$ cat config.mk
export PLATFORM = sky130hd
export DESIGN_NAME = pll_dyn_ctrl_flat
export DESIGN_NICKNAME = d
export VERILOG_FILES = /design/src/rtl/pll_dyn_pkg.sv /design/src/rtl/pll_dyn_if.sv /design/src/rtl/pll_dyn_ctrl_lock_sync.sv /design/src/rtl/pll_dyn_ctrl.sv /design/src/flat_wrapper.sv
export SDC_FILE = /design/constraint.sdc
export NUM_CORES = 1
export LEC_CHECK = 0
export ABC_AREA = 0
export BUFFER_PORTS_ARGS = -buffer_cell sky130_fd_sc_hd__buf_2
export CORE_MARGIN = 2
export CORE_UTILIZATION = 62
export CTS_CLUSTER_SIZE = 8
export DETAILED_ROUTE_END_ITERATION = 12
export GPL_TIMING_DRIVEN = 0
export PLACE_DENSITY = 0.88
export SLEW_MARGIN = 10
export SYNTH_ARGS = -nofsm -noshare
export SYNTH_HDL_FRONTEND = slang
export SYNTH_SLANG_ARGS = --single-unit
$ cat constraint.sdc
create_clock -name clkin -period 4.2 [get_ports clkin]
set_clock_uncertainty 0.15 [all_clocks]
set_input_delay 0.21 -clock clkin [delete_from_list [all_inputs] [get_ports clkin]]
set_output_delay 0.21 -clock clkin [all_outputs]
set_load 0.005 [all_outputs]
$ cat src/rtl/pll_dyn_pkg.sv
// Shared types and divider code table for the PLLVR dynamic-divider controller.
package pll_dyn_pkg;

  typedef enum logic [2:0] {
    ST_RESET,
    ST_WAIT_LOCK,
    ST_QUALIFY,
    ST_RUN,
    ST_FAIL
  } pll_state_t;

  localparam int unsigned CODE_W    = 6;
  localparam int unsigned TAB_MODES = 4;

  // One set of dynamic divider port codes (64 - divider, ODSEL per PLLVR encoding).
  typedef struct packed {
    logic [CODE_W-1:0] idsel;
    logic [CODE_W-1:0] fbdsel;
    logic [CODE_W-1:0] odsel;
  } div_codes_t;

  // Entry i sits at bits [i*6 +: 6]; entry 0 is 27 MHz -> 126 MHz (IDIV 3, FBDIV 14, ODIV 4).
  // 1: 74.25 MHz (4/11/8), 2: 148.5 MHz (2/11/4), 3: 135 MHz (1/5/4).
  localparam logic [TAB_MODES*CODE_W-1:0] IDSEL_TAB  = {6'd63, 6'd62, 6'd60, 6'd61};
  localparam logic [TAB_MODES*CODE_W-1:0] FBDSEL_TAB = {6'd59, 6'd53, 6'd53, 6'd50};
  localparam logic [TAB_MODES*CODE_W-1:0] ODSEL_TAB  = {6'd62, 6'd62, 6'd60, 6'd62};

  // Table lookup; indices beyond the table fall back to the 126 MHz entry.
  function automatic div_codes_t div_lookup(input int unsigned idx);
    div_codes_t  c;
    int unsigned i;
    i        = (idx < TAB_MODES) ? idx : 0;
    c.idsel  = CODE_W'(IDSEL_TAB >> (CODE_W * i));
    c.fbdsel = CODE_W'(FBDSEL_TAB >> (CODE_W * i));
    c.odsel  = CODE_W'(ODSEL_TAB >> (CODE_W * i));
    return c;
  endfunction

endpackage

$ cat src/rtl/pll_dyn_if.sv
// Mode request handshake between the video-mode selector and the PLL controller.
interface pll_dyn_if #(
  parameter int unsigned MODE_W = 2
);
  logic [MODE_W-1:0] mode_req;
  logic              mode_req_valid;
  logic              mode_req_ready;
  logic              bad_mode;

  modport master (
    output mode_req,
    output mode_req_valid,
    input  mode_req_ready,
    input  bad_mode
  );

  modport slave (
    input  mode_req,
    input  mode_req_valid,
    output mode_req_ready,
    output bad_mode
  );
endinterface

$ cat src/rtl/pll_dyn_ctrl_lock_sync.sv
// Two-flop synchroniser bringing the raw PLL lock into the clkin domain.
module lock_sync (
  input  logic clk,
  input  logic rst_n,
  input  logic d,
  output logic q
);
  logic meta;

  // Double-register the asynchronous lock; both stages clear on reset.
  always_ff @(posedge clk or negedge rst_n) begin
    if (!rst_n) begin
      meta <= 1'b0;
      q    <= 1'b0;
    end else begin
      meta <= d;
      q    <= meta;
    end
  end
endmodule

$ cat src/rtl/pll_dyn_ctrl.sv
// PLLVR dynamic-divider controller: reset pulse, lock acquisition/qualification,
// lock-loss recovery, bounded retry and mode switching from the divider table.
module pll_dyn_ctrl
  import pll_dyn_pkg::*;
#(
  parameter int unsigned NUM_MODES    = 4,
  parameter int unsigned MODE_W       = (NUM_MODES > 1) ? $clog2(NUM_MODES) : 1,
  parameter int unsigned DEFAULT_MODE = 0,
  parameter int unsigned RESET_CYCLES = 16,
  parameter int unsigned LOCK_TIMEOUT = 65535,
  parameter int unsigned LOCK_STABLE  = 1024,
  parameter int unsigned MAX_RETRY    = 3
) (
  input  logic              clkin,
  input  logic              rst_n,
  pll_dyn_if.slave          bus,
  input  logic              pll_lock,
  output logic              pll_reset,
  output logic [5:0]        pll_idsel,
  output logic [5:0]        pll_fbdsel,
  output logic [5:0]        pll_odsel,
  output logic [MODE_W-1:0] mode_cur,
  output logic              locked,
  output logic              fail,
  output logic [1:0]        retry_cnt
);

  localparam int unsigned RST_W = (RESET_CYCLES > 1) ? $clog2(RESET_CYCLES) : 1;
  localparam int unsigned TMO_W = (LOCK_TIMEOUT > 1) ? $clog2(LOCK_TIMEOUT) : 1;
  localparam int unsigned STB_W = (LOCK_STABLE > 1) ? $clog2(LOCK_STABLE) : 1;

  localparam logic [RST_W-1:0]  RST_LAST    = RST_W'(RESET_CYCLES - 1);
  localparam logic [TMO_W-1:0]  TMO_LAST    = TMO_W'(LOCK_TIMEOUT - 1);
  localparam logic [STB_W-1:0]  STB_LAST    = STB_W'(LOCK_STABLE - 1);
  localparam logic [MODE_W-1:0] MODE_RESET  = MODE_W'(DEFAULT_MODE);
  localparam div_codes_t        DIV_DEFAULT = div_lookup(DEFAULT_MODE);

  pll_state_t        state_q, state_d;
  logic [RST_W-1:0]  rst_cnt_q, rst_cnt_d;
  logic [TMO_W-1:0]  tmo_cnt_q, tmo_cnt_d;
  logic [STB_W-1:0]  stb_cnt_q, stb_cnt_d;
  logic [1:0]        retry_q, retry_d;
  div_codes_t        div_q, div_d;
  logic [MODE_W-1:0] mode_q, mode_d;
  logic              pll_reset_q, pll_reset_d;
  logic              locked_q, locked_d;
  logic              fail_q, fail_d;
  logic              bad_mode_q, bad_mode_d;
  logic              ready_q, ready_d;
  logic              load;

  logic              lock_s;
  logic [MODE_W-1:0] req;
  logic              accept;
  logic              req_bad;
  logic              req_same;

  lock_sync u_lock_sync (
    .clk   (clkin),
    .rst_n (rst_n),
    .d     (pll_lock),
    .q     (lock_s)
  );

  assign req      = bus.mode_req;
  assign accept   = ready_q && bus.mode_req_valid;
  assign req_bad  = 32'(req) >= NUM_MODES;
  assign req_same = (req == mode_q);

  // State and registered outputs.
  always_ff @(posedge clkin or negedge rst_n) begin
    if (!rst_n) begin
      state_q     <= ST_RESET;
      rst_cnt_q   <= '0;
      tmo_cnt_q   <= '0;
      stb_cnt_q   <= '0;
      retry_q     <= '0;
      div_q       <= DIV_DEFAULT;
      mode_q      <= MODE_RESET;
      pll_reset_q <= 1'b1;
      locked_q    <= 1'b0;
      fail_q      <= 1'b0;
      bad_mode_q  <= 1'b0;
      ready_q     <= 1'b0;
    end else begin
      state_q     <= state_d;
      rst_cnt_q   <= rst_cnt_d;
      tmo_cnt_q   <= tmo_cnt_d;
      stb_cnt_q   <= stb_cnt_d;
      retry_q     <= retry_d;
      div_q       <= div_d;
      mode_q      <= mode_d;
      pll_reset_q <= pll_reset_d;
      locked_q    <= locked_d;
      fail_q      <= fail_d;
      bad_mode_q  <= bad_mode_d;
      ready_q     <= ready_d;
    end
  end

  // Sequencing, request handling and next-state output decode.
  always_comb begin
    state_d    = state_q;
    rst_cnt_d  = rst_cnt_q;
    tmo_cnt_d  = tmo_cnt_q;
    stb_cnt_d  = stb_cnt_q;
    retry_d    = retry_q;
    div_d      = div_q;
    mode_d     = mode_q;
    bad_mode_d = 1'b0;
    load       = 1'b0;

    case (state_q)
      ST_RESET: begin
        if (rst_cnt_q == RST_LAST) begin
          state_d   = ST_WAIT_LOCK;
          rst_cnt_d = '0;
          tmo_cnt_d = '0;
        end else begin
          rst_cnt_d = rst_cnt_q + RST_W'(1);
        end
      end
      ST_WAIT_LOCK: begin
        if (lock_s) begin
          state_d   = ST_QUALIFY;
          stb_cnt_d = '0;
        end else if (tmo_cnt_q >= TMO_LAST) begin
          if (32'(retry_q) < MAX_RETRY) begin
            retry_d   = (retry_q == 2'd3) ? retry_q : retry_q + 2'd1;
            state_d   = ST_RESET;
            rst_cnt_d = '0;
          end else begin
            state_d = ST_FAIL;
          end
        end else begin
          tmo_cnt_d = tmo_cnt_q + TMO_W'(1);
        end
      end
      ST_QUALIFY: begin
        // Timeout keeps counting across lock glitches; it only fires from WAIT_LOCK.
        if (tmo_cnt_q != TMO_LAST) begin
          tmo_cnt_d = tmo_cnt_q + TMO_W'(1);
        end
        if (!lock_s) begin
          state_d   = ST_WAIT_LOCK;
          stb_cnt_d = '0;
        end else if (stb_cnt_q == STB_LAST) begin
          state_d = ST_RUN;
        end else begin
          stb_cnt_d = stb_cnt_q + STB_W'(1);
        end
      end
      ST_RUN: begin
        // A new request takes priority over a simultaneous lock loss.
        if (accept && !req_bad && !req_same) begin
          load = 1'b1;
        end else if (!lock_s) begin
          state_d   = ST_RESET;
          rst_cnt_d = '0;
          retry_d   = '0;
        end
      end
      ST_FAIL: begin
        if (accept && !req_bad) begin
          load = 1'b1;
        end
      end
      default: begin
        state_d   = ST_RESET;
        rst_cnt_d = '0;
      end
    endcase

    if (load) begin
      mode_d    = req;
      div_d     = div_lookup(32'(req));
      retry_d   = '0;
      state_d   = ST_RESET;
      rst_cnt_d = '0;
    end

    if (accept && req_bad) begin
      bad_mode_d = 1'b1;
    end

    pll_reset_d = (state_d == ST_RESET) || (state_d == ST_FAIL);
    locked_d    = (state_d == ST_RUN);
    fail_d      = (state_d == ST_FAIL);
    ready_d     = (state_d == ST_RUN) || (state_d == ST_FAIL);
  end

  assign pll_reset          = pll_reset_q;
  assign pll_idsel          = div_q.idsel;
  assign pll_fbdsel         = div_q.fbdsel;
  assign pll_odsel          = div_q.odsel;
  assign mode_cur           = mode_q;
  assign locked             = locked_q;
  assign fail               = fail_q;
  assign retry_cnt          = retry_q;
  assign bus.mode_req_ready = ready_q;
  assign bus.bad_mode       = bad_mode_q;

endmodule

$ cat src/flat_wrapper.sv
// flat-port wrapper written by rule: the top's interface ports become plain ports
module pll_dyn_ctrl_flat import pll_dyn_pkg::*;
#(
  parameter int unsigned NUM_MODES    = 4,
  parameter int unsigned MODE_W       = (NUM_MODES > 1) ? $clog2(NUM_MODES) : 1,
  parameter int unsigned DEFAULT_MODE = 0,
  parameter int unsigned RESET_CYCLES = 16,
  parameter int unsigned LOCK_TIMEOUT = 65535,
  parameter int unsigned LOCK_STABLE  = 1024,
  parameter int unsigned MAX_RETRY    = 3
)
  (clkin, rst_n, pll_lock, pll_reset, pll_idsel, pll_fbdsel, pll_odsel, mode_cur, locked, fail, retry_cnt, bus_mode_req, bus_mode_req_valid, bus_mode_req_ready, bus_bad_mode);
  pll_dyn_if #(.MODE_W(MODE_W)) bus_i ();
  input  logic clkin;
  input  logic rst_n;
  input  logic pll_lock;
  output logic pll_reset;
  output logic [5:0] pll_idsel;
  output logic [5:0] pll_fbdsel;
  output logic [5:0] pll_odsel;
  output logic [MODE_W-1:0] mode_cur;
  output logic locked;
  output logic fail;
  output logic [1:0] retry_cnt;
  input wire logic [$bits(bus_i.mode_req)-1:0] bus_mode_req;
  input wire logic [$bits(bus_i.mode_req_valid)-1:0] bus_mode_req_valid;
  output wire logic [$bits(bus_i.mode_req_ready)-1:0] bus_mode_req_ready;
  output wire logic [$bits(bus_i.bad_mode)-1:0] bus_bad_mode;
  assign bus_i.mode_req = bus_mode_req;
  assign bus_i.mode_req_valid = bus_mode_req_valid;
  assign bus_mode_req_ready = bus_i.mode_req_ready;
  assign bus_bad_mode = bus_i.bad_mode;
  pll_dyn_ctrl #(.NUM_MODES(NUM_MODES), .MODE_W(MODE_W), .DEFAULT_MODE(DEFAULT_MODE), .RESET_CYCLES(RESET_CYCLES), .LOCK_TIMEOUT(LOCK_TIMEOUT), .LOCK_STABLE(LOCK_STABLE), .MAX_RETRY(MAX_RETRY)) u_core (.clkin(clkin), .rst_n(rst_n), .bus(bus_i), .pll_lock(pll_lock), .pll_reset(pll_reset), .pll_idsel(pll_idsel), .pll_fbdsel(pll_fbdsel), .pll_odsel(pll_odsel), .mode_cur(mode_cur), .locked(locked), .fail(fail), .retry_cnt(retry_cnt));
endmodule
==> results.cfg <==
[logic_synthesis]
synth_top_family_by_area = simple AND/OR/NAND/NOR gates
synth.distinct_cells = 52
synthArstFlopShare_pct = 100
synth_edf_count = 0
ys_ff_latch = 48
synthCells = 288
syn_area_per_cell_sq_um = 9.46
yosys.area_share.simple_pct = 20.3
yosys_warnings = 0
synthMuxAreaShare_pct = 3.17
synthTopCellsByArea = dfrtp_1, buf_4, o31ai_1
synth.most_common_cell = dfrtp_1
synth-xor-area-share_pct = 2.25
synth_compound_area_share_pct = 18.7
yosys.area_share.adder_pct = 3.67
synth_top_area_share_pct = 41.3
yosysSeqAreaShare_pct = 44.2
ys.flop_type = dfrtp_1
yosysTopAreaCell = dfrtp_1
mappedNetlistArea_sq_um = 2720
synth_common_cells = dfrtp_1, nor2_1, nand2_1, o21ai_0, nand3_1

[hold_path]
holdPathEnd = u_core.pll_idsel[1]
whs_path_depth = 2
min_path_type = in -> reg
min_from = bus_mode_req[1]

[run_status]
status = finished clean

[clock_network]
cts-resized-gates = 0
cts_root_buf = clkbuf_8
cts_buffers = 5
clk_latency_ns = 0.29
htreeDepth = 2
clk_pin_slew_ns = 0.08
cts_tree = done
cts.path.max_buffers = 2
cts_sinks = 48

[critical_path]
startpoint_type = flip-flop
cp-end-kind = flip-flop
rr_startpoint = u_core.rst_cnt_q[0]
critPathTopFamily = compound AO/OA/AOI/OAI gates
r2r_slack_ns = 1.65
worst-setup-path-type = reg -> reg
slowest_stage = or4_1
critPathMaxStageDelay_ns = 0.54
timing.rr.end = u_core.tmo_cnt_q[6]
crit_chain = ha_1 > nand3_1 > a221oi_2 > o31ai_4 > or4_1 > a21oi_1
cp-startpoint = u_core.rst_cnt_q[0]
cp_max_fo = 10
worstPathBufferInverterCount = 0
crit_arrival_ns = 2.62
cp.required_ns = 4.27
crit_cells = 6
ff2ff_path_depth = 6

[global_route]
grt_max_degree = 49
grt_pass1_wl_um = 9540
grt_overflow = 0
grt_pass1_vias = 2193
grt_use_total_pct = 24.1
antenna_found_initial = 0

[die]
rows = 24
dieArea_sq_um = 4940
die_height_um = 70.3
die_width_um = 70.3
start_util_pct = 63.4
core_sq_um = 4290
ios = 33

[route]
num_vias = 2259
final_antenna_net_count = 0
route.detailed.drc = 0
wl_um = 5540
drt-wirelength-per-cell_um = 14.6
drt-initial-drc-count = 155
dr.pass1.iters = 4
routed_via_density = 5.94

[layout]
antenna_cells = 0
layout.nets = 341
synthToLayoutAreaGrowth_pct = 11.2
drive_gt1_share_pct = 18.0

[sta]
setup_viol = 0
slew_viol_final = 0
relSlewSlack_pct = 31.6
fmaxAchievable_mhz = 392
whs_ns = 0.0706
timing.setup.tns_ns = 0
hold_viol = 0
layout_min_cycle_time_ns = 2.55
worst_slew_pin_slew_ns = 1.03
fin_crit_sh_pct = 60.8
rsz0062_at_grt = false

[pwr]
power_density_nw_per_um2 = 435
vdd_drop_max_mv = 0.287
p_leak_nw = 1.39

[placed_design]
io_buffers = 20
gp_congestion = 0.861
hpwl_um = 4010

[flow_run]
drv_cap = 0
[worst max-delay path by stage]
| stage | endpoint | slack (ns) |
|---|---|---|
| floorplan | u_core.tmo_cnt_q[6] | 1.99 |
| global placement | u_core.tmo_cnt_q[3] | 1.73 |
| detailed placement | u_core.pll_reset | 1.67 |
| CTS | u_core.pll_reset | 1.65 |
| global route | u_core.tmo_cnt_q[0] | 1.46 |
| finish | u_core.tmo_cnt_q[6] | 1.65 |
[cell families (layout without fill, tap and decap cells)]
kind of cell             Yosys count  in the layout
XOR/XNOR                           7              7
AO/OA/AOI/OAI                     73             73
buffers and inverters             36             66
adder cells (fa/ha/maj)            8              8
multiplexers                       8              8
other                              2             12
AND/OR/NAND/NOR                  106            106
flip-flops                        48             48
[state kept, by name (all words and copies together), names as in the netlist, 2 cells and up]
register           count
u_core.pll_fbdsel      3
u_core.stb_cnt_q      10
u_core.retry_cnt       2
u_core.rst_cnt_q       4
u_core.tmo_cnt_q      16
u_core.state_q         3
u_core.pll_idsel       2
[stage by stage]
step	worst slack (ns)	instances	area [sq um]	total power, W	utilization, %
finish	1.65	380	3030	0.00132	70.5
global route	1.46	380	3030	0.00141	70.5
CTS	1.65	380	3030	0.00132	70.5
detailed placement	1.67	370	2930	0.00106	68.2
global placement	1.73	370	2930	0.00103	68.2
floorplan	1.99	298	2760	0.000934	-
[final cells by class]
| type | instances | area (sq um) |
|---|---|---|
| clock inverters | 1 | 5.00 |
| repair buffers | 22 | 120 |
| plain buffers | 24 | 154 |
| clock buffers | 7 | 76.3 |
| flip-flops and latches | 48 | 1200 |
| inverters | 12 | 45.0 |
| fillers | 332 | 1270 |
| well taps | 52 | 65.1 |
| multi-input cells | 214 | 1360 |
[routing by layer]
layer | up-vias | part of all wire (%) | global-route usage, %
li1 | 1103 | - | -
met1 | 1095 | 44 | 29.3
met3 | 4 | 3.9 | 4.76
met2 | 57 | 51 | 41.5
met5 | - | 0 | 0
met4 | 0 | 0.83 | 10.0
[worst reg2reg max path: stages, from the launching register on]
cell and delay, ns:
dfrtp_1 0.43, ha_1 0.28, nand3_1 0.18, a221oi_2 0.49, o31ai_4 0.23, or4_1 0.54
a21oi_1 0.18
[placed cells by master, fill, tap and decap left out, drive strengths merged, types with 3 or more instances in the layout]
master,count
dfstp,3
a31oi,4
o211ai,4
a211o,3
o21ai,22
dfrtp,45
o31ai,16
nor4,4
ha,8
nor2,26
buf,38
inv,12
conb,12
nor3,3
nand2b,6
a21oi,11
xor2,5
nand3,17
nand4,5
nand2,20
clkbuf,13
mux2i,3
mux2,5
and3,4
or4,7
[power breakdown]
| group | switching (W) | internal, W |
|---|---|---|
| Sequential | 0.0000606 | 0.000517 |
| Combinational | 0.000300 | 0.000182 |
| Clock | 0.000141 | 0.000117 |
[what timing repair did]
action                                  4_1_cts  5_1_grt
hold buffers                                  2        0
setup buffers                                 0        0
hold endpoints to repair                     46        0
endpoints found under the setup margin        0        0
Power figures use the tool's default switching activity.
